===== src/rtl/multicycle_ctrl.sv =====
// multicycle_ctrl: control FSM for the multicycle RV32I datapath (R/I/LW/SW, halt, retire)
// Optional CTRL_PERF_CNT_EN adds cycle_cnt and instret_cnt outputs.
module multicycle_ctrl #(
   parameter int MEM_LAT = 0,
   parameter int CNT_W   = 32
) (
   input  logic             clk,
   input  logic             rst,
   input  logic [6:0]       opcode,
   input  logic [2:0]       funct3,
   input  logic             funct7b5,
   output logic             pc_write,
   output logic             ir_write,
   output logic             mem_write,
   output logic             mdr_write,
   output logic             reg_write,
   output logic [2:0]       imm_ctrl,
   output logic [3:0]       alu_ctrl,
   output logic             alu_in2_ctrl,
   output logic             addrsrc_ctrl,
   output logic             regwrite_ctrl,
   output logic             retire,
   output logic             illegal,
   output logic             halted
`ifdef CTRL_PERF_CNT_EN
   ,
   output logic [CNT_W-1:0] cycle_cnt,
   output logic [CNT_W-1:0] instret_cnt
`endif
);
   typedef enum logic [3:0] {FETCH, DECODE, EXEC_R, EXEC_I, ALUWB, MEMADR, MEMRD, MEMWB, MEMWR, HALT} state_t;
   localparam logic [6:0] OP_R = 7'b0110011, OP_I = 7'b0010011, OP_LW = 7'b0000011;
   localparam logic [6:0] OP_SW = 7'b0100011, OP_SYS = 7'b1110011;
   state_t state, next;
   logic [3:0] wait_cnt, alu_map;
   logic illegal_q, illegal_set, last, counting, is_sw;
   assign last     = wait_cnt == 4'(MEM_LAT);
   assign counting = state == FETCH || state == MEMRD || state == MEMWR;
   assign is_sw    = opcode == OP_SW;
   always_comb begin
      case (funct3)
         3'b000: alu_map = (opcode == OP_R && funct7b5) ? 4'b0001 : 4'b0000;
         3'b001: alu_map = 4'b0101;
         3'b010: alu_map = 4'b1000;
         3'b011: alu_map = 4'b1001;
         3'b100: alu_map = 4'b0100;
         3'b101: alu_map = funct7b5 ? 4'b0111 : 4'b0110;
         3'b110: alu_map = 4'b0011;
         3'b111: alu_map = 4'b0010;
      endcase
   end
   always_comb begin
      next = state;
      illegal_set = 1'b0;
      pc_write = 1'b0;
      ir_write = 1'b0;
      mem_write = 1'b0;
      mdr_write = 1'b0;
      reg_write = 1'b0;
      imm_ctrl = 3'b000;
      alu_ctrl = 4'b0000;
      alu_in2_ctrl = 1'b0;
      addrsrc_ctrl = 1'b0;
      regwrite_ctrl = 1'b0;
      retire = 1'b0;
      illegal = illegal_q;
      halted = 1'b0;
      case (state)
         FETCH: if (last) begin
            pc_write = 1'b1;
            ir_write = 1'b1;
            next = DECODE;
         end
         DECODE: begin
            imm_ctrl = is_sw ? 3'b001 : 3'b000;
            next = opcode == OP_R ? EXEC_R : opcode == OP_I ? EXEC_I :
                   (opcode == OP_LW || is_sw) ? MEMADR : HALT;
            illegal_set = next == HALT && opcode != OP_SYS;
         end
         EXEC_R: begin
            alu_ctrl = alu_map;
            next = ALUWB;
         end
         EXEC_I: begin
            alu_ctrl = alu_map;
            alu_in2_ctrl = 1'b1;
            next = ALUWB;
         end
         // IR is unchanged, so the opcode still tells which EXEC state preceded
         ALUWB: begin
            alu_ctrl = alu_map;
            alu_in2_ctrl = opcode == OP_I;
            reg_write = 1'b1;
            retire = 1'b1;
            next = FETCH;
         end
         MEMADR: begin
            alu_in2_ctrl = 1'b1;
            imm_ctrl = is_sw ? 3'b001 : 3'b000;
            next = is_sw ? MEMWR : MEMRD;
         end
         MEMRD: begin
            alu_in2_ctrl = 1'b1;
            addrsrc_ctrl = 1'b1;
            mdr_write = last;
            next = last ? MEMWB : MEMRD;
         end
         MEMWB: begin
            reg_write = 1'b1;
            regwrite_ctrl = 1'b1;
            retire = 1'b1;
            next = FETCH;
         end
         MEMWR: begin
            alu_in2_ctrl = 1'b1;
            addrsrc_ctrl = 1'b1;
            imm_ctrl = 3'b001;
            mem_write = last;
            retire = last;
            next = last ? FETCH : MEMWR;
         end
         HALT: halted = 1'b1;
         default: next = FETCH;
      endcase
      if (!rst) begin
         pc_write = 1'b0;
         ir_write = 1'b0;
         mem_write = 1'b0;
         mdr_write = 1'b0;
         reg_write = 1'b0;
         imm_ctrl = 3'b000;
         alu_ctrl = 4'b0000;
         alu_in2_ctrl = 1'b0;
         addrsrc_ctrl = 1'b0;
         regwrite_ctrl = 1'b0;
         retire = 1'b0;
         illegal = 1'b0;
         halted = 1'b0;
      end
   end
   always_ff @(posedge clk) begin
      if (!rst) begin
         state <= FETCH;
         wait_cnt <= 4'd0;
         illegal_q <= 1'b0;
      end else begin
         state <= next;
         wait_cnt <= (counting && !last) ? wait_cnt + 4'd1 : 4'd0;
         if (illegal_set) illegal_q <= 1'b1;
      end
   end
`ifdef CTRL_PERF_CNT_EN
   always_ff @(posedge clk) begin
      if (!rst) begin
         cycle_cnt <= '0;
         instret_cnt <= '0;
      end else if (state != HALT) begin
         cycle_cnt <= cycle_cnt + 1'b1;
         if (retire) instret_cnt <= instret_cnt + 1'b1;
      end
   end
`endif
endmodule


===== config.mk =====
export PLATFORM = sky130hd
export DESIGN_NAME = multicycle_ctrl
export DESIGN_NICKNAME = d
export VERILOG_FILES = /design/src/rtl/multicycle_ctrl.sv
export SDC_FILE = /design/constraint.sdc
export NUM_CORES = 1
export LEC_CHECK = 0
export ABC_CLOCK_PERIOD_IN_PS = 1600
export CAP_MARGIN = 0
export CORE_ASPECT_RATIO = 1.75
export CORE_UTILIZATION = 35
export CTS_BUF_LIST = sky130_fd_sc_hd__clkbuf_4 sky130_fd_sc_hd__clkbuf_8
export DETAILED_ROUTE_END_ITERATION = 6
export MAX_ROUTING_LAYER = met4
export PLACE_DENSITY = 0.68
export SLEW_MARGIN = 20
export SYNTH_ARGS = -nofsm -noshare
export SYNTH_HDL_FRONTEND = slang
export SYNTH_SLANG_ARGS = --single-unit
export TNS_END_PERCENT = 30

===== constraint.sdc =====
create_clock -name clk -period 1.6 [get_ports clk]
set_input_delay 0.16 -clock clk [delete_from_list [all_inputs] [get_ports clk]]
set_output_delay 0.16 -clock clk [all_outputs]
set_load 0.02 [all_outputs]

**Yosys cells after proc, flatten, opt, wreduce, memory -nomap -nowiden**

Index checks and enable logic that the tools add are counted.
Widths: inputs -> output; s select.

- Bits in writable memories: 0
- Logic and storage cells: 83
- Output and inout port bits: 18
- Memory bits (read-only): 0
- Bits in registers: 9
- Memories: 0
- Latch bits: 0
- Input bits: 13

- Equal/unequal tests: 23
- Shift operators: 0
- Bitwise logic cells: 1
- $mul: 0
- Div/mod/pow operators: 0
- Reductions and logical operators: 18
- Multiplexer cells: 37
- Order comparisons: 0
- Add/subtract/negate cells: 1

Operators with widths:

| operator | number |
|---|---|
| $mux 4 | 8 |
| $pmux 4 s8 | 1 |
| $pmux 4 s7 | 1 |
| $mux 1 | 23 |
| $eq 4x3->1 const B | 4 |
| $eq 7x6->1 const B | 2 |
| $eq 3x3->1 const B | 4 |
| $eq 4x4->1 const B | 3 |
| $eq 4x2->1 const B | 2 |
| $logic_not 4->1 | 2 |
| $reduce_or 2->1 | 4 |
| $eq 7x2->1 const B | 1 |
| $eq 7x5->1 const B | 1 |
| $ne 7x7->1 const B | 1 |
| $eq 3x2->1 const B | 2 |
| $pmux 1 s2 | 3 |
| $add 4x1->4 const B | 1 |
| $eq 4x1->1 const B | 1 |
| $reduce_and 2->1 | 2 |
| $reduce_or 4->1 | 1 |
| $eq 3x1->1 const B | 1 |
| $logic_and 1x1->1 | 3 |
| $logic_not 3->1 | 1 |
| $logic_or 1x1->1 | 3 |
| 5 further kinds | 5 |

**Depth between registers and ports, before layout**

Gate-level depths: netlist of the first run.

- Depth after elaboration: 8
- Mapped depth: 7
- Depth with buffers taken out: 6

**Least setup slack after synthesis of the first run**

No wires, ideal clock.

- Path kind: register to output
- From: register wait_cnt[0]
- To: output port pc_write
- Arrival time: 1.888 ns
- Data required time: 1.440 ns
- Path slack: -0.448 ns
- Cell stages (with the launch flop): 8
- Buffers on the path: 2
- Path through: dfxtp_1 > inv_1 > ha_1 > or3b_1 > buf_6 > nand2b_1 > nor3_1 > buf_4

- Word-level cells in the longest chain between the ends: 4

RTL lines:

| item | RTL line | source |
|---|---|---|
| from (decl) | 35 | `logic [3:0] wait_cnt, alu_map;` |
| from (signal assigned) | 148 | `wait_cnt <= (counting && !last) ? wait_cnt + 4'd1 : 4'd0;` |
| $logic_not 4->1 | 37 | `assign last = wait_cnt == 4'(MEM_LAT);` |
| $mux 1 (3 in series) | n/a |  |
| to (decl) | 12 | `output logic pc_write,` |

Every way passes these cells.

**Final worst setup path of the first run**

- From: register wait_cnt[1]
- To: register state[2]

- Word-level cells in the longest chain between the ends: 3

RTL lines:

| item | RTL line | source |
|---|---|---|
| $logic_not 4->1 | 37 |  |
| $ne 2x2->1 (no source line) | n/a |  |
| $reduce_and 2->1 (no source line) | n/a |  |
| to (signal assigned) | 147 | `state <= next;` |
| to (decl) | 34 | `state_t state, next;` |

Every way passes these cells.
A chain may end at the register's enable or synchronous reset.

==> out/metrics.csv, run 1 <==
stage,metric,value,unit
finish,most frequent cells in the layout,"buf_4, nand2_1, nor2_1",
synthesis,ys async rst share,0,
finish,nets,202,
min_path,Hold Crit Class,register to register,
setup_path,Worst Path Arrival,2020,ps
status,outcome,"finished, violations left",
global_route,vias in the first global route,1103,
pwr,PD cells,538.9,nW/um2
global_route,first-pass GRT wire length,4374,um
synthesis,#FFs+latches synth,9,
clock_network,clk root buf,clkbuf_8,
setup_path,r2r setup slk,-260,ps
synthesis,Mapped Cells,120,
run,max_cap viols,0,
routing,post-route ant nets,0,
routing,Met1 Wirelength,1009,um
setup_path,worst-path fanout max,4,
placed_design,gpl congestion,0.8475,
floorplan,die width,39.38,um
synthesis,prevailing post-synth register cell,dfxtp_1,
setup_path,crit path from,wait_cnt[1],
routing,DRT Wirelength,2920,um
global_route,initial antenna violation count,0,
sta,final hold vios,0,
floorplan,die height,67.42,um
synthesis,post-synthesis cell type count,43,
sta,final period utilization,1.162,
pwr,static leakage,0.7046,nW
routing,DRC viols,0,
placed_design,Port Buffer Count,28,
sta,f_max,537.8,MHz
placed_design,Post-DP Area,1425,um2
sta,Setup-failing EPs final,13,
floorplan,Top Ports,31,
setup_path,worst setup path endpoint,state[2],
clock_network,"Reg clk slew, reported paths",40,ps
setup_path,required time worst endpoint,1760,ps
routing,DR WL met2,1759,um
floorplan,core area,2302,um2
synthesis,Post-synth EDFFs,0,
finish,ANT cells,0,
setup_path,reg-to-reg critical path endpoint,state[2],
synthesis,Mapped Avg Cell Area,7.132,um2
routing,met3 WL post-DR,81,um
clock_network,H-Tree Depth,1,
sta,fin worst setup slack,-259.3,ps
pwr,peak supply drop,0.5157,mV
clock_network,CTS Hold Bufs,0,
routing,DR WL/cell,13.84,um
synthesis,sequential area share after synthesis,0.2105,
sta,RSZ-0062 raised after global routing,true,
synthesis,area share of the largest cell type after synthesis,0.2105,
setup_path,critical path class,register to register,
routing,DRT iter0 DRCs,30,
clock_network,"Clk Latency, worst-skew pair",240,ps
floorplan,die area,2655,um2
setup_path,Worst setup EP type,register,
routing,top sig layer,met4,
clock_network,clk buf depth,2,
setup_path,R2R Path Start,wait_cnt[1],
placed_design,Setup WS pre-CTS,-715.6,ps
setup_path,Reg2Reg Depth,9,
global_route,total gr overflow,0,
finish,"commonest non-fill, non-tap cell in the layout",buf_4,
global_route,gr usage total,0.2411,
finish,layout cell share with drive strength beyond 1,0.5161,
finish,P&R area growth vs syn,83.19,%
routing,vias per cell,5.284,
clock_network,CTS sink count,9,
floorplan,Initial Utilization,0.3717,
routing,via count,1115,
floorplan,Rows,23,
min_path,Hold Path Cell Cnt,1,
synthesis,synthesized area,855.8,um2
global_route,largest net degree at the start of global routing,12,
synthesis,Area contributors post-synth,"dfxtp_1, nand2_1, nor2_1, nor2b_1, nor3_1",
synthesis,"area leader, netlist",dfxtp_1,
sta,final critical-path required period,1859,ps
clock_network,CTS tree,done,
finish,fin area,1568,um2
clock_network,CTS Buf Count,3,
routing,First-pass DRT Iterations,4,
sta,final setup skew,0.5293,ps
setup_path,Worst setup SP type,register,
status,violated checks,negative setup slack,
placed_design,HPWL Detailed,2135,um
synthesis,Yosys warning total,0,
sta,Final Max Slew Viols,0,
[stage by stage]
| stage | hold slack [ps] | power [mW] | TNS, ps | std cells | utilization |
|---|---|---|---|---|---|
| after floorplan | 335.9 | 0.4163 | -241.0 | 121 | - |
| after global routing | 496.9 | 0.8921 | -2920 | 211 | 0.6810 |
| after global placement | 437.8 | 0.5618 | -6435 | 203 | 0.6190 |
| after CTS | 457.7 | 0.8495 | -1592 | 209 | 0.6614 |
| after detailed placement | 446.9 | 0.5667 | -7150 | 203 | 0.6190 |
| final | 452.7 | 0.8448 | -1896 | 211 | 0.6810 |
[layout make-up]
class	instances	area, um2
Inverter	3	11.26
Multi-Input combinational cell	97	708.2
Sequential cell	9	190.2
Clock buffer	3	41.29
Tap cell	25	31.28
Timing Repair Buffer	73	580.6
Clock inverter	1	5.005
Fill cell	208	734.5
[registers in the layout, indices dropped and copies added (netlist names)]
name,count
state,4
wait_cnt,4
illegal_q,1
[cell families after synthesis]
kind of cell,synth area share
buf+inv,0.09356
xor+xnor,0.03071
mux,0.01316
simple gates,0.4035
flops,0.2105
fa+ha+maj,0.02924
compound gates,0.2149
other cells,0.004382
[critical path: stages (launching register included)]
cell and delay (ps):
dfxtp_2 320, inv_2 60, ha_4 120, or3b_4 400, buf_4 150, buf_6 110
buf_6 110, a22oi_2 140, nand4_1 210, a21oi_2 150
[cells in the mapped netlist, types with 3 or more instances]
master / number
nor2b_1: 5
nand2b_1: 4
nor2_1: 13
nor3b_1: 3
clkbuf_1: 4
dfxtp_1: 9
a31oi_1: 4
buf_2: 4
nand3_1: 5
buf_4: 3
inv_1: 3
a21oi_1: 5
nand2_1: 13
nor3_1: 6
[layer usage]
layer,GRT usage,up-vias
met5,-,-
met3,0.009868,7
met2,0.4875,30
met1,0.2004,527
li1,-,551
met4,0.1207,0
[repair_timing]
action	CTS	global route
resized for setup	103	20
setup endpoints to repair	20	20
pin swaps	9	2
setup buffers	2	2
gates cloned	0	0
[power breakdown]
group | leakage [nW] | internal (mW) | switching [mW]
clock | 0.0255 | 0.170 | 0.0964
combinational | 0.603 | 0.169 | 0.154
sequential | 0.0761 | 0.236 | 0.0192
[worst min-delay path by stage]
stage / start / to / slack (ps)
2_1_floorplan: opcode[4] / state[1] / 340
3_3_place_gp: illegal_q / illegal_q / 440
3_5_place_dp: illegal_q / illegal_q / 450
4_1_cts: illegal_q / illegal_q / 460
5_1_grt: illegal_q / illegal_q / 500
6_report: illegal_q / illegal_q / 450
Note: power is estimated with default switching activity, not from simulation.
==> run 2: changes to the inputs <==
--- a/config.mk
+++ b/config.mk
@@ -11,7 +11,6 @@
 export CORE_UTILIZATION = 35
 export CTS_BUF_LIST = sky130_fd_sc_hd__clkbuf_4 sky130_fd_sc_hd__clkbuf_8
 export DETAILED_ROUTE_END_ITERATION = 6
-export MAX_ROUTING_LAYER = met4
 export PLACE_DENSITY = 0.68
 export SLEW_MARGIN = 20
 export SYNTH_ARGS = -nofsm -noshare
==> run 2 against run 1 <==
Net effect: the flow still finishes with violations (negative setup slack); utilization stayed put; design area stayed put; maximum frequency increased by 0.13%; count of clock-buffer cells in the layout is the same; flip-flop and latch count stayed put; wire length up 0.38%; worst hold slack gained 2.9 ps; combinational power is essentially flat; total power is essentially flat; global-route usage decreased by 0.62 points; via count grew 0.45%; critical path type unchanged; critical endpoint unchanged.
==> out/metrics.csv, run 2 (same netlist as run 1, synthesis figures left out) <==
stage,metric,value,unit,change
routing,First-pass DRT Iterations,5,,+1
placed_design,Port Buffer Count,28,,unchanged
pwr,Flop pwr share,0.303,,about the same
pwr,Clk pwr share,0.315,,about the same
finish,ANT cells,0,,unchanged
floorplan,die area,2655,um2,unchanged
clock_network,CTS Buf Count,3,,unchanged
routing,DRT Wirelength,2931,um,+0.38%
finish,fin area,1568,um2,unchanged
clock_network,CTS tree,done,,
floorplan,die height,67.42,um,unchanged
finish,most frequent cells in the layout,"buf_4, nand2_1, nor2_1",,
setup_path,Worst setup EP type,register,,
finish,layout cell share with drive strength beyond 1,0.5161,,unchanged
setup_path,"Cell Chain, Critical Path",inv_2 -> ha_4 -> or3b_4 -> buf_4 -> buf_6 -> buf_6 -> a22oi_2 -> nand4_1 -> a21oi_2,,
finish,"commonest non-fill, non-tap cell in the layout",buf_4,,
pwr,Comb pwr share,0.382,,about the same
setup_path,crit path from,wait_cnt[1],,
routing,post-route ant nets,0,,unchanged
sta,f_max,538.6,MHz,+0.13%
clock_network,"Reg clk slew, reported paths",40,ps,about the same
setup_path,CP max-delay cell,or3b_4,,
pwr,static leakage,0.7046,nW,unchanged
setup_path,"most used cell, CP",buf_6,,
placed_design,Post-DP Area,1425,um2,unchanged
clock_network,clk buf depth,2,,unchanged
floorplan,Top Ports,31,,unchanged
floorplan,core area,2302,um2,unchanged
finish,P&R area growth vs syn,83.19,%,unchanged
placed_design,HPWL Detailed,2135,um,unchanged
global_route,initial antenna violation count,0,,unchanged
global_route,vias in the first global route,1101,,-0.18%
routing,DRC viols,0,,unchanged
global_route,first-pass GRT wire length,4374,um,unchanged
finish,nets,202,,unchanged
setup_path,critical path class,register to register,,
global_route,gr usage total,0.2348,,-0.006221
clock_network,"Clk Latency, worst-skew pair",240,ps,about the same
sta,final period utilization,1.161,,-0.001547
floorplan,die width,39.38,um,unchanged
sta,final setup skew,0.4522,ps,-0.07713 ps
placed_design,gpl congestion,0.8347,,-1.5%
pwr,peak supply drop,0.5189,mV,+0.63%
status,outcome,"finished, violations left",,
floorplan,Rows,23,,unchanged
setup_path,Worst Path Arrival,2020,ps,about the same
global_route,largest net degree at the start of global routing,12,,unchanged
sta,fin worst setup slack,-256.8,ps,+2.476 ps
global_route,GRT met3 Usage,0.009868,,unchanged
sta,Final Max Slew Viols,0,,unchanged
min_path,critical hold path startpoint,illegal_q,,
global_route,GRT busiest layer,met2,,
sta,final hold vios,0,,unchanged
placed_design,Setup WS pre-CTS,-715.6,ps,unchanged
sta,final critical-path required period,1857,ps,-2.476 ps
routing,DRT iter0 DRCs,34,,+13%
setup_path,Worst setup SP type,register,,
run,max_cap viols,0,,unchanged
setup_path,R2R Path Start,wait_cnt[1],,
clock_network,H-Tree Depth,1,,unchanged
floorplan,Initial Utilization,0.3717,,unchanged
routing,via count,1120,,+0.45%
pwr,switching pwr,270.3,uW,+0.24%
global_route,met2 usage,0.4875,,unchanged
sta,RSZ-0062 raised after global routing,true,,
pwr,Sw Share,0.3198,,+0.0005135
global_route,total gr overflow,0,,unchanged
clock_network,CTS Hold Bufs,0,,unchanged
setup_path,required time worst endpoint,1760,ps,about the same
pwr,PD cells,539.3,nW/um2,about the same
setup_path,worst-path fanout max,4,,unchanged
setup_path,crit-path max cell delay,400,ps,about the same
clock_network,clk root buf,clkbuf_8,,
sta,Setup-failing EPs final,13,,unchanged
global_route,met1 Use GR,0.2004,,unchanged
routing,DR WL/cell,13.89,um,+0.38%
status,violated checks,negative setup slack,,
routing,vias per cell,5.308,,+0.45%
pwr,internal power,575.1,uW,about the same
finish,biggest regs,"state (4), wait_cnt (4), illegal_q (1)",,
min_path,Hold Crit Class,register to register,,
pwr,overall power,845.5,uW,about the same
clock_network,CTS sink count,9,,unchanged
run 2: cell counts in the layout (fill, tap and decap cells not counted):
No cell type changed its count.
run 2: metrics by stage:
stage	cells	hold WS [ps]	util	TNS, ps
floorplan	121	335.9	-	-241.0
global placement	203	437.8	0.6190	-6435
detailed placement	203	446.9	0.6190	-7150
CTS	209	457.7	0.6614	-1592
global route	211	496.9	0.6810	-2920
finish	211	455.6	0.6810	-1890
run 2: area by class of cell:
class,instances,area (um2)
Clock inverter,1,5.005
Tap cell,25,31.28
Clock buffer,3,41.29
Fill cell,208,734.5
Timing Repair Buffer,73,580.6
Multi-Input combinational cell,97,708.2
Sequential cell,9,190.2
Inverter,3,11.26
run 2: worst paths after layout:
path	endpoint	slack (ps)	depth (start not counted)
setup / recovery	state[2]	-260	9
hold / removal	illegal_q	460	1
setup reg to reg	state[2]	-260	9
hold reg to reg	illegal_q	460	1
run 2: power groups by stage:
stage	Combinational [mW]	Sequential, mW	Clock [mW]
2_1_floorplan	0.174	0.242	0
5_1_grt	0.351	0.257	0.284
6_report	0.323	0.256	0.267
4_1_cts	0.312	0.256	0.281
3_3_place_gp	0.304	0.258	0
3_5_place_dp	0.309	0.258	0
run 2: critical path, delay by kind of cell (launching register included):
kind                       cells  cell delay, ps
AOI/OAI and AO/OA              2             290
adders and majority gates      1             120
buffers and inverters          4             440
DFF                            1             320
and+or+nand+nor                2             610
run 2: timing repair:
action | CTS | global route
pin swaps | 9 | 2
resized for setup | 103 | 20
endpoints found under the setup margin | 20 | 20
hold endpoints to repair | 0 | 0
setup buffers | 2 | 2
run 2: layer usage:
metal,up-vias,part of all wire
met4,0,0.024
met3,7,0.029
li1,554,-
met2,39,0.60
met5,-,0
met1,520,0.35
==> run 3: changes to the inputs <==
--- a/config.mk
+++ b/config.mk
@@ -7,11 +7,10 @@
 export LEC_CHECK = 0
 export ABC_CLOCK_PERIOD_IN_PS = 1600
 export CAP_MARGIN = 0
-export CORE_ASPECT_RATIO = 1.75
-export CORE_UTILIZATION = 35
+export CORE_UTILIZATION = 41
 export CTS_BUF_LIST = sky130_fd_sc_hd__clkbuf_4 sky130_fd_sc_hd__clkbuf_8
 export DETAILED_ROUTE_END_ITERATION = 6
-export PLACE_DENSITY = 0.68
+export PLACE_DENSITY = 0.77
 export SLEW_MARGIN = 20
 export SYNTH_ARGS = -nofsm -noshare
 export SYNTH_HDL_FRONTEND = slang
==> run 3 against run 2 <==
Net effect: the run still ends with negative setup slack left; final cell count fell by 1.4%; count of clock-buffer cells in the layout up 1; design area shrank 4.1%; worst hold slack better by 18 ps; clock power down 30%; global-route usage rose by 5.1 points; via count increased by 2.6%; total power is 11% lower; clock skew rose by 3.7 ps; flip-flop and latch count is the same; combinational power decreased by 3%; highest routed layer unchanged.
==> out/metrics.csv, run 3 (same netlist as run 1, synthesis figures left out) <==
stage,metric,value,unit,change
pwr,PD cells,501.3,nW/um2,-7.0%
sta,Final Max Slew Viols,0,,unchanged
floorplan,die area,2274,um2,-14%
clock_network,"Reg clk slew, reported paths",60,ps,+20 ps
setup_path,Reg2Reg Depth,9,,unchanged
floorplan,Initial Utilization,0.4362,,+0.06449
floorplan,die width,47.69,um,+21%
global_route,initial antenna violation count,0,,unchanged
global_route,vias in the first global route,1108,,+0.64%
routing,DRT iter0 DRCs,40,,+18%
min_path,endpoint with the worst hold slack,illegal_q,,
setup_path,R2R Path Start,wait_cnt[1],,
placed_design,HPWL Detailed,2074,um,-2.9%
sta,final critical-path required period,1914,ps,+57.62 ps
finish,ANT cells,0,,unchanged
floorplan,Rows,16,,-30%
setup_path,Worst Path Arrival,1750,ps,-270 ps
pwr,Comb pwr share,0.414,,+0.032
clock_network,clk root buf,clkbuf_4,,
floorplan,core area,1962,um2,-15%
setup_path,r2r setup slk,-290,ps,-30 ps
setup_path,cell family contributing the most delay on the critical path,simple AND/OR/NAND/NOR gates,,
routing,via count,1149,,+2.6%
pwr,switching pwr,250.2,uW,-7.4%
placed_design,Port Buffer Count,28,,unchanged
routing,post-route ant nets,0,,unchanged
routing,DR WL/cell,14.50,um,+4.4%
sta,final hold vios,0,,unchanged
pwr,Sw Share,0.3322,,+0.01245
sta,Setup-failing EPs final,14,,+1
sta,final setup skew,4.201,ps,+3.749 ps
setup_path,CP max-delay cell,or3b_4,,
placed_design,gpl congestion,0.9343,,+12%
placed_design,Post-DP Area,1398,um2,-1.9%
sta,RSZ-0062 raised after global routing,true,,
setup_path,worst-path fanout max,4,,unchanged
floorplan,Top Ports,31,,unchanged
setup_path,Worst setup EP type,output port,,
global_route,total gr overflow,0,,unchanged
finish,final core occ,0.7659,,+0.08497
finish,# fillers,156,,-25%
routing,DRT Wirelength,3017,um,+2.9%
pwr,static leakage,0.6688,nW,-5.1%
routing,First-pass DRT Iterations,4,,-1
pwr,internal power,503.0,uW,-13%
sta,f_max,522.3,MHz,-3.0%
clock_network,"Clk Latency, worst-skew pair",250,ps,about the same
pwr,peak supply drop,0.5443,mV,+4.9%
global_route,largest net degree at the start of global routing,11,,-1
finish,layout cell share with drive strength beyond 1,0.4917,,-0.02442
finish,"commonest non-fill, non-tap cell in the layout",buf_4,,
clock_network,CTS Hold Bufs,0,,unchanged
routing,vias per cell,5.524,,+4.1%
clock_network,clk buf depth,2,,unchanged
global_route,gr usage total,0.2858,,+0.05099
placed_design,# placed instances,201,,-0.99%
finish,most frequent cells in the layout,"buf_4, nand2_1, nor2_1",,
sta,Hold Slack,474.1,ps,+18.48 ps
placed_design,Setup WS pre-CTS,-733.6,ps,-18.02 ps
setup_path,reg-to-reg critical path endpoint,state[3],,
status,outcome,"finished, violations left",,
finish,P&R area growth vs syn,75.58,%,
setup_path,Buf/Inv on CP,2,,-2
clock_network,CTS Buf Count,3,,unchanged
min_path,Hold Path Cell Cnt,1,,unchanged
setup_path,"Cell Chain, Critical Path",inv_2 -> ha_4 -> or3b_4 -> nor3b_2 -> o21ai_1 -> a21boi_2 -> buf_6,,
sta,final period utilization,1.197,,+0.03601
min_path,Hold Crit Class,register to register,,
floorplan,die height,47.69,um,-29%
sta,fin worst setup slack,-314.4,ps,-57.62 ps
clock_network,CTS tree,done,,
finish,fin area,1503,um2,-4.1%
global_route,first-pass GRT wire length,4609,um,+5.4%
routing,DRC viols,0,,unchanged
setup_path,critical path class,register to output port,,
setup_path,crit-path max cell delay,400,ps,about the same
pwr,Flop pwr share,0.338,,+0.035
min_path,critical hold path startpoint,illegal_q,,
finish,"non-filler cells, final",208,,-1.4%
run,max_cap viols,0,,unchanged
clock_network,CTS sink count,9,,unchanged
finish,biggest regs,"state (4), wait_cnt (4), illegal_q (1)",,
finish,nets,197,,-2.5%
setup_path,Worst setup SP type,register,,
setup_path,required time worst endpoint,1440,ps,-320 ps
clock_network,H-Tree Depth,1,,unchanged
pwr,Clk pwr share,0.248,,-0.067
status,violated checks,negative setup slack,,
-- run 3: cell types whose count changed in the layout (fill, tap and decap cells not counted), sizes merged --
cell | before | now
buf | 58 | 54
clkbuf | 6 | 4
clkdlybuf4s15 | 2 | 3
clkinv | 1 | 0
dlygate4sd2 | 6 | 7
-- run 3: worst max path at each step --
stage / slack [ps] / endpoint / start / cells after the start
6_report: -310 / retire / wait_cnt[1] / 7
3_3_place_gp: -710 / alu_ctrl[0] / opcode[2] / 6
2_1_floorplan: -150 / pc_write / wait_cnt[0] / 7
4_1_cts: -280 / retire / wait_cnt[0] / 7
3_5_place_dp: -730 / alu_ctrl[0] / opcode[2] / 6
5_1_grt: -390 / retire / wait_cnt[1] / 7
-- run 3: repair_timing --
item | in CTS | in global routing
endpoints found under the setup margin | 20 | 18
gates resized for setup | 97 | 19
pin swaps | 7 | 7
buffers inserted | 1 | 2
endpoints found under the hold margin | 0 | 0
-- run 3: cell type report --
class                   count  area (um2)  area share
multi-input cells          97       685.7      0.4563
clock buffers               4       30.03     0.01998
repair buffers             68       549.3      0.3655
well taps                  27       33.78     0.02248
inverters                   3       11.26    0.007494
flip-flops and latches      9       192.7      0.1282
-- run 3: per-stage QoR --
step | setup TNS [ps] | total power, mW
2_1_floorplan | -241.0 | 0.4163
3_3_place_gp | -5714 | 0.5462
3_5_place_dp | -6306 | 0.5565
4_1_cts | -1286 | 0.7371
5_1_grt | -3633 | 0.7891
6_report | -2258 | 0.7533
-- run 3: power by group through the flow --
stage | clock network, mW | logic [mW] | registers (mW)
floorplan | 0 | 0.174 | 0.242
global placement | 0 | 0.291 | 0.255
detailed placement | 0 | 0.301 | 0.256
CTS | 0.189 | 0.297 | 0.251
global route | 0.200 | 0.332 | 0.256
finish | 0.187 | 0.312 | 0.255
-- run 3: worst register-to-register path, delay by kind of cell (launching register included) --
kind	cells	cell delay (ps)
flops	1	320
simple gates	2	540
buf+inv	4	440
fa+ha+maj	1	120
compound gates	2	370
-- run 3: routing by layer --
layer  up-vias  share of wire  track usage
li1        543              -            -
met1       532           0.41       0.3228
met5         -              0            0
met4         0          0.029       0.1167
met3        12          0.056      0.08302
met2        62           0.51       0.5000
==> variant 1 (config.mk and constraints of run 2) <==
Encoding of `state_t`: now one-hot (10 bits for 10 states).
--- a/src/rtl/multicycle_ctrl.sv
+++ b/src/rtl/multicycle_ctrl.sv
@@ -30,3 +30,3 @@
 );
-   typedef enum logic [3:0] {FETCH, DECODE, EXEC_R, EXEC_I, ALUWB, MEMADR, MEMRD, MEMWB, MEMWR, HALT} state_t;
+   typedef enum logic [9:0] {FETCH = 10'b0000000001, DECODE = 10'b0000000010, EXEC_R = 10'b0000000100, EXEC_I = 10'b0000001000, ALUWB = 10'b0000010000, MEMADR = 10'b0000100000, MEMRD = 10'b0001000000, MEMWB = 10'b0010000000, MEMWR = 10'b0100000000, HALT = 10'b1000000000} state_t;
    localparam logic [6:0] OP_R = 7'b0110011, OP_I = 7'b0010011, OP_LW = 7'b0000011;
Check against the original RTL: no difference found for any inputs over 10 cycles, from zero or initial values and one cycle with rst low; not proved beyond that.
==> variant 1 against run 2 <==
  * The run still ends with setup timing left
  * Total power increased by 51%
  * Die area up 40%
  * Final area increased by 41%
  * Critical path depth is 4 lower
  * Sequential cell count is 6 higher
  * Area after synthesis rose by 41%
  * Setup slack worse by 0.14 ns
  * Routed wire length grew 39%
  * Critical path type is now register to output port
==> variant 1: results (changes against run 2) <==
status - finished with violations
failing checks - setup timing
hold_sp - illegal_q
Vias/cell - 5.32 (+0.31%)
crit path from - state[9]
Area contributors post-synth - dfxtp_1, nor2_1, nor4_4
Seq/Total Area, Yosys - 0.248 (+0.0377)
GRT Overall Usage - 0.249 (+0.0137)
Final GP Congestion - 0.936 (+12%)
# diodes - 0 (unchanged)
root buf cell - clkbuf_8
met3 Use GR - 0.0294 (+0.0195)
LEAKAGE - 0.000894 uW (+27%)
CP Max Fanout - 4 (unchanged)
Largest regs - state (10), wait_cnt (4), illegal_q (1)
drt first pass iters - 4 (-1)
I/O Buffers - 28 (unchanged)
Crit path arrival time - 1.83 ns (-0.19 ns)
GRT met2 Usage - 0.435 (-0.0528)
post-synthesis cell type count - 49 (+14%)
Max Clock Skew - 0.000702 ns (+0.000250 ns)
Clock Pin Slew Worst Setup and Hold Paths - 0.06 ns (+0.02 ns)
highest cell delay on the worst timing path - 0.42 ns (+0.02 ns)
RR Startpoint - state[0]
Clock Path Buffers - 2 (unchanged)
Post-synth ARST share - 0 (unchanged)
met1 Use GR - 0.267 (+0.0663)
CTS buffer count - 3 (unchanged)
share of cells above drive strength 1 - 0.561 (+0.0453)
pin count of the biggest net entering global routing - 15 (+3)
latest clock arrival within the worst-skew pair - 0.25 ns
final worst slack - -0.394 ns (-0.137 ns)
TNS Setup - -4.63 ns (-2.73 ns)
global-route wire length before repair - 6.79 mm (+55%)
Peak VDD IR - 731 uV (+41%)
vias in the first global route - 1521 (+38%)
slowest cell on the critical path - or3_4
GR peak layer - met2
Synth top cells by count - nor2_1, dfxtp_1, nor3_1
Setup violations, final - 22 (+9)
delay-heaviest family, CP - simple AND/OR/NAND/NOR gates
number of synthesis warnings - 0 (unchanged)
nets - 244 (+21%)
# fillers - 247 (+19%)
hold crit path type - register to register
DRT iter0 DRCs - 30 (-12%)
Final HPWL DP - 3.28 mm (+54%)
WL/cell - 15.1 um (+8.5%)
initial antenna violation count - 0 (unchanged)
P_sw - 437 uW (+62%)
==> variant 1: changes by cell type after synthesis, moves of 3 or more <==
cell	delta
nor3_1	+5
nand2_1	-5
xnor2_1	+3
or3_1	+3
nor2_1	+4
nor4_1	+4
nor4_4	+3
dfxtp_1	+6
==> variant 1: what timing repair did <==
item	in CTS	in global routing
buffers inserted	1	0
resized for setup	104	14
pin swaps	11	8
endpoints found under the setup margin	27	28
==> variant 1: cell type report <==
class                           count  area, sq um  share of cell area
Sequential cell                    15          313               0.142
Clock inverter                      1         7.51             0.00341
Tap cell                           43         53.8              0.0244
Inverter                            4         15.0             0.00681
Multi-Input combinational cell    120         1050               0.479
Clock buffer                        3         41.3              0.0187
Timing Repair Buffer               85          718               0.326
==> variant 1: power by group through the flow <==
stage / logic [uW] / clock network [uW] / registers [uW]
after floorplan: 313 / 0 / 403
after global placement: 478 / 0 / 411
after detailed placement: 486 / 0 / 412
after CTS: 537 / 326 / 405
after global routing: 596 / 344 / 406
final: 554 / 321 / 405
==> variant 1: cells by family (layout without fill, tap and decap cells) <==
| logic type | Yosys count | count (layout) | share of synthesized area |
|---|---|---|---|
| adders and majority gates | 2 | 2 | 0.0207 |
| xor gates and xnor gates | 8 | 8 | 0.0579 |
| and+or+nand+nor | 84 | 84 | 0.446 |
| buffers and inverters | 18 | 93 | 0.0807 |
| muxes | 3 | 3 | 0.0259 |
| AOI/OAI and AO/OA | 21 | 21 | 0.118 |
| DFF | 15 | 15 | 0.248 |
| other | 1 | 2 | 0.00310 |
==> variant 1: layer usage <==
layer | vias to the layer above | part of all wire
li1 | 694 | -
met1 | 691 | 0.36
met2 | 39 | 0.56
met3 | 19 | 0.033
met4 | 0 | 0.048
met5 | - | 0
==> variant 1: through the flow <==
step	util	instances	area (sq um)	setup slack [ns]
floorplan	-	153	1370	-0.190
global placement	0.626	266	2010	-0.682
detailed placement	0.626	266	2010	-0.694
CTS	0.668	271	2140	-0.406
global route	0.687	271	2200	-0.463
finish	0.687	271	2200	-0.394
==> variant 1: final timing paths <==
kind	end	slack, ns	cells past startpoint
hold reg to reg	illegal_q	0.50	2
hold / removal	illegal_q	0.50	2
setup reg to reg	state[5]	-0.07	5
setup / recovery	alu_ctrl[3]	-0.39	5
==> variant 1: worst reg2reg max path, cell delays in order, from the launching register on <==
cell and delay (ns):
dfxtp_2 0.32, or3_4 0.45, buf_6 0.16, nor4_4 0.31
o311ai_1 0.19, nor3_1 0.15
==> variant 2 (flow settings as in run 2) <==
Without the edit above. The option `CTRL_PERF_CNT_EN` is turned on by a define.
--- a/src/rtl/multicycle_ctrl.sv
+++ b/src/rtl/multicycle_ctrl.sv
@@ -2,2 +2,4 @@
 // Optional CTRL_PERF_CNT_EN adds cycle_cnt and instret_cnt outputs.
+`define CTRL_PERF_CNT_EN
+
 module multicycle_ctrl #(
Function (old outputs only; new: cycle_cnt and instret_cnt): kept (Yosys induction, for registers that start in step).
==> variant 2 against run 2 <==
  * The run still ends with setup timing left
  * Sequential cell count up 64
  * Final area rose to 4.5 times the old value
  * Via count rose to 4.1 times the old value
  * Die area rose to 4.2 times the old value
  * Area after synthesis rose to 4.4 times the old value
  * Routed wire length rose to 5.0 times the old value
  * Critical endpoint is now instret_cnt[27]
  * Fmax down 15%
  * Non-clock buffer count up 196
  * Largest cell class unchanged
  * Clock power rose to 4.9 times the old value
  * Worst hold slack better by 0.015 ns
  * Synthesized cell count rose to 3.9 times the old value
  * Critical path type unchanged
  * Setup slack worse by 0.33 ns
  * Total power rose to 4.6 times the old value
==> variant 2: results (changes against run 2) <==
Area contributors post-synth - dfxtp_1, nor2_1, xnor2_1
H-tree depth - 3 (+2)
GRT Overall Usage - 0.257 (+0.0217)
share of cells above drive strength 1 - 0.448 (-0.0680)
Setup violations, final - 78 (+65)
DRC Markers - 0 (unchanged)
I/O Buffers - 92 (+230%)
worst slew pin tran - 0.569 ns
final worst slack - -0.591 ns (-0.334 ns)
CTS buffer count - 9 (+6)
highest cell delay on the worst timing path - 0.59 ns (+0.19 ns)
number of synthesis warnings - 0 (unchanged)
Synth top cells by count - dfxtp_1, nor2_1, nand4_1
initial antenna violation count - 0 (unchanged)
DRT iter0 DRCs - 215 (+530%)
Crit path arrival time - 2.47 ns (+0.45 ns)
Largest regs - cycle_cnt (32), instret_cnt (32)
Clock Pin Slew Worst Setup and Hold Paths - 0.07 ns (+0.03 ns)
Post-synth ARST share - 0 (unchanged)
pin count of the biggest net entering global routing - 50 (+38)
Clock Path Buffers - 2 (unchanged)
final wirelength - 14.5 mm (+400%)
# diodes - 0 (unchanged)
Via Count - 4546 (+310%)
status - finished with violations
vias in the first global route - 4717 (+330%)
root buf cell - clkbuf_8
delay-heaviest family, CP - simple AND/OR/NAND/NOR gates
global-route wire length before repair - 22.3 mm (+410%)
Final HPWL DP - 9.03 mm (+320%)
LEAKAGE - 0.00280 uW (+300%)
Max Clock Skew - 0.0140 ns (+0.0135 ns)
slowest cell on the critical path - or4b_4
Final GP Congestion - 0.907 (+8.7%)
post-synthesis cell type count - 53 (+23%)
nets - 736 (+260%)
Peak VDD IR - 372 uV (-28%)
CP Max Fanout - 4 (unchanged)
hold crit path type - input pin to register
failing checks - setup timing
# fillers - 787 (+280%)
drt first pass iters - 4 (-1)
placed cell areas - 0.00591 sq mm (+310%)
Seq/Total Area, Yosys - 0.386 (+0.176)
latest clock arrival within the worst-skew pair - 0.36 ns (+0.12 ns)
==> variant 2: repair_timing <==
item                                    CTS  global route
gates resized for setup                 252            43
endpoints found under the setup margin  102           100
setup buffers                            29            19
cloned                                    0             0
pin swaps                                57            40
==> variant 2: worst reg2reg max path, delay by kind of cell, from the launching register on <==
kind	cells	cell delay (ns)
AOI/OAI and AO/OA	1	0.14
and+or+nand+nor	4	1.64
DFF	1	0.36
==> variant 2: metal layers <==
metal / vias up / GRT usage / routed length [um]
met5: - / 0 / 0
met4: 0 / 0.117 / 456
met3: 42 / 0.0479 / 493
met2: 143 / 0.510 / 8540
met1: 2200 / 0.237 / 5040
li1: 2161 / - / -
==> variant 2: kinds of logic (layout without fill, tap and decap cells) <==
group                      count (synthesis)  in the layout  synth area share
AOI/OAI and AO/OA                         69             69             0.128
xor gates and xnor gates                  53             53             0.123
adders and majority gates                  4              4            0.0132
buffers and inverters                     45            302            0.0479
DFF                                       73             73             0.386
muxes                                      2              2           0.00562
other                                      1              2          0.000991
and+or+nand+nor                          218            218             0.296
==> variant 2: final timing paths <==
path,start,endpoint,slack (ns),cells after the start
worst max-delay path,instret_cnt[3],instret_cnt[27],-0.59,5
worst min-delay path,opcode[3],illegal_q,0.47,7
worst max register to register,instret_cnt[3],instret_cnt[27],-0.59,5
worst min register to register,illegal_q,illegal_q,0.48,2
==> variant 2: through the flow <==
| stage | util | setup slack (ns) | hold WS (ns) | setup TNS [ns] | cells |
|---|---|---|---|---|---|
| CTS | 0.652 | -0.571 | 0.445 | -14.74 | 835 |
| global placement | 0.567 | -0.764 | 0.451 | -25.98 | 791 |
| detailed placement | 0.567 | -0.763 | 0.463 | -27.86 | 791 |
| floorplan | - | -0.675 | 0.389 | -15.69 | 466 |
| global route | 0.682 | -0.677 | 0.474 | -22.89 | 850 |
| finish | 0.682 | -0.591 | 0.471 | -16.47 | 850 |
==> variant 2: final cells by class <==
class / count / area (sq um) / area share
inverters: 18 / 76.3 / 0.0107
well taps: 127 / 159 / 0.0223
clock inverters: 3 / 16.3 / 0.00229
multi-input cells: 348 / 2820 / 0.397
repair buffers: 269 / 2380 / 0.335
clock buffers: 12 / 153 / 0.0215
flip-flops and latches: 73 / 1510 / 0.212
==> variant 2: power breakdown <==
| part | internal, uW | leakage [uW] | switching, uW |
|---|---|---|---|
| registers | 1830 | 0.000602 | 26.3 |
| clock network | 628 | 0.0000934 | 677 |
| logic | 399 | 0.00210 | 370 |
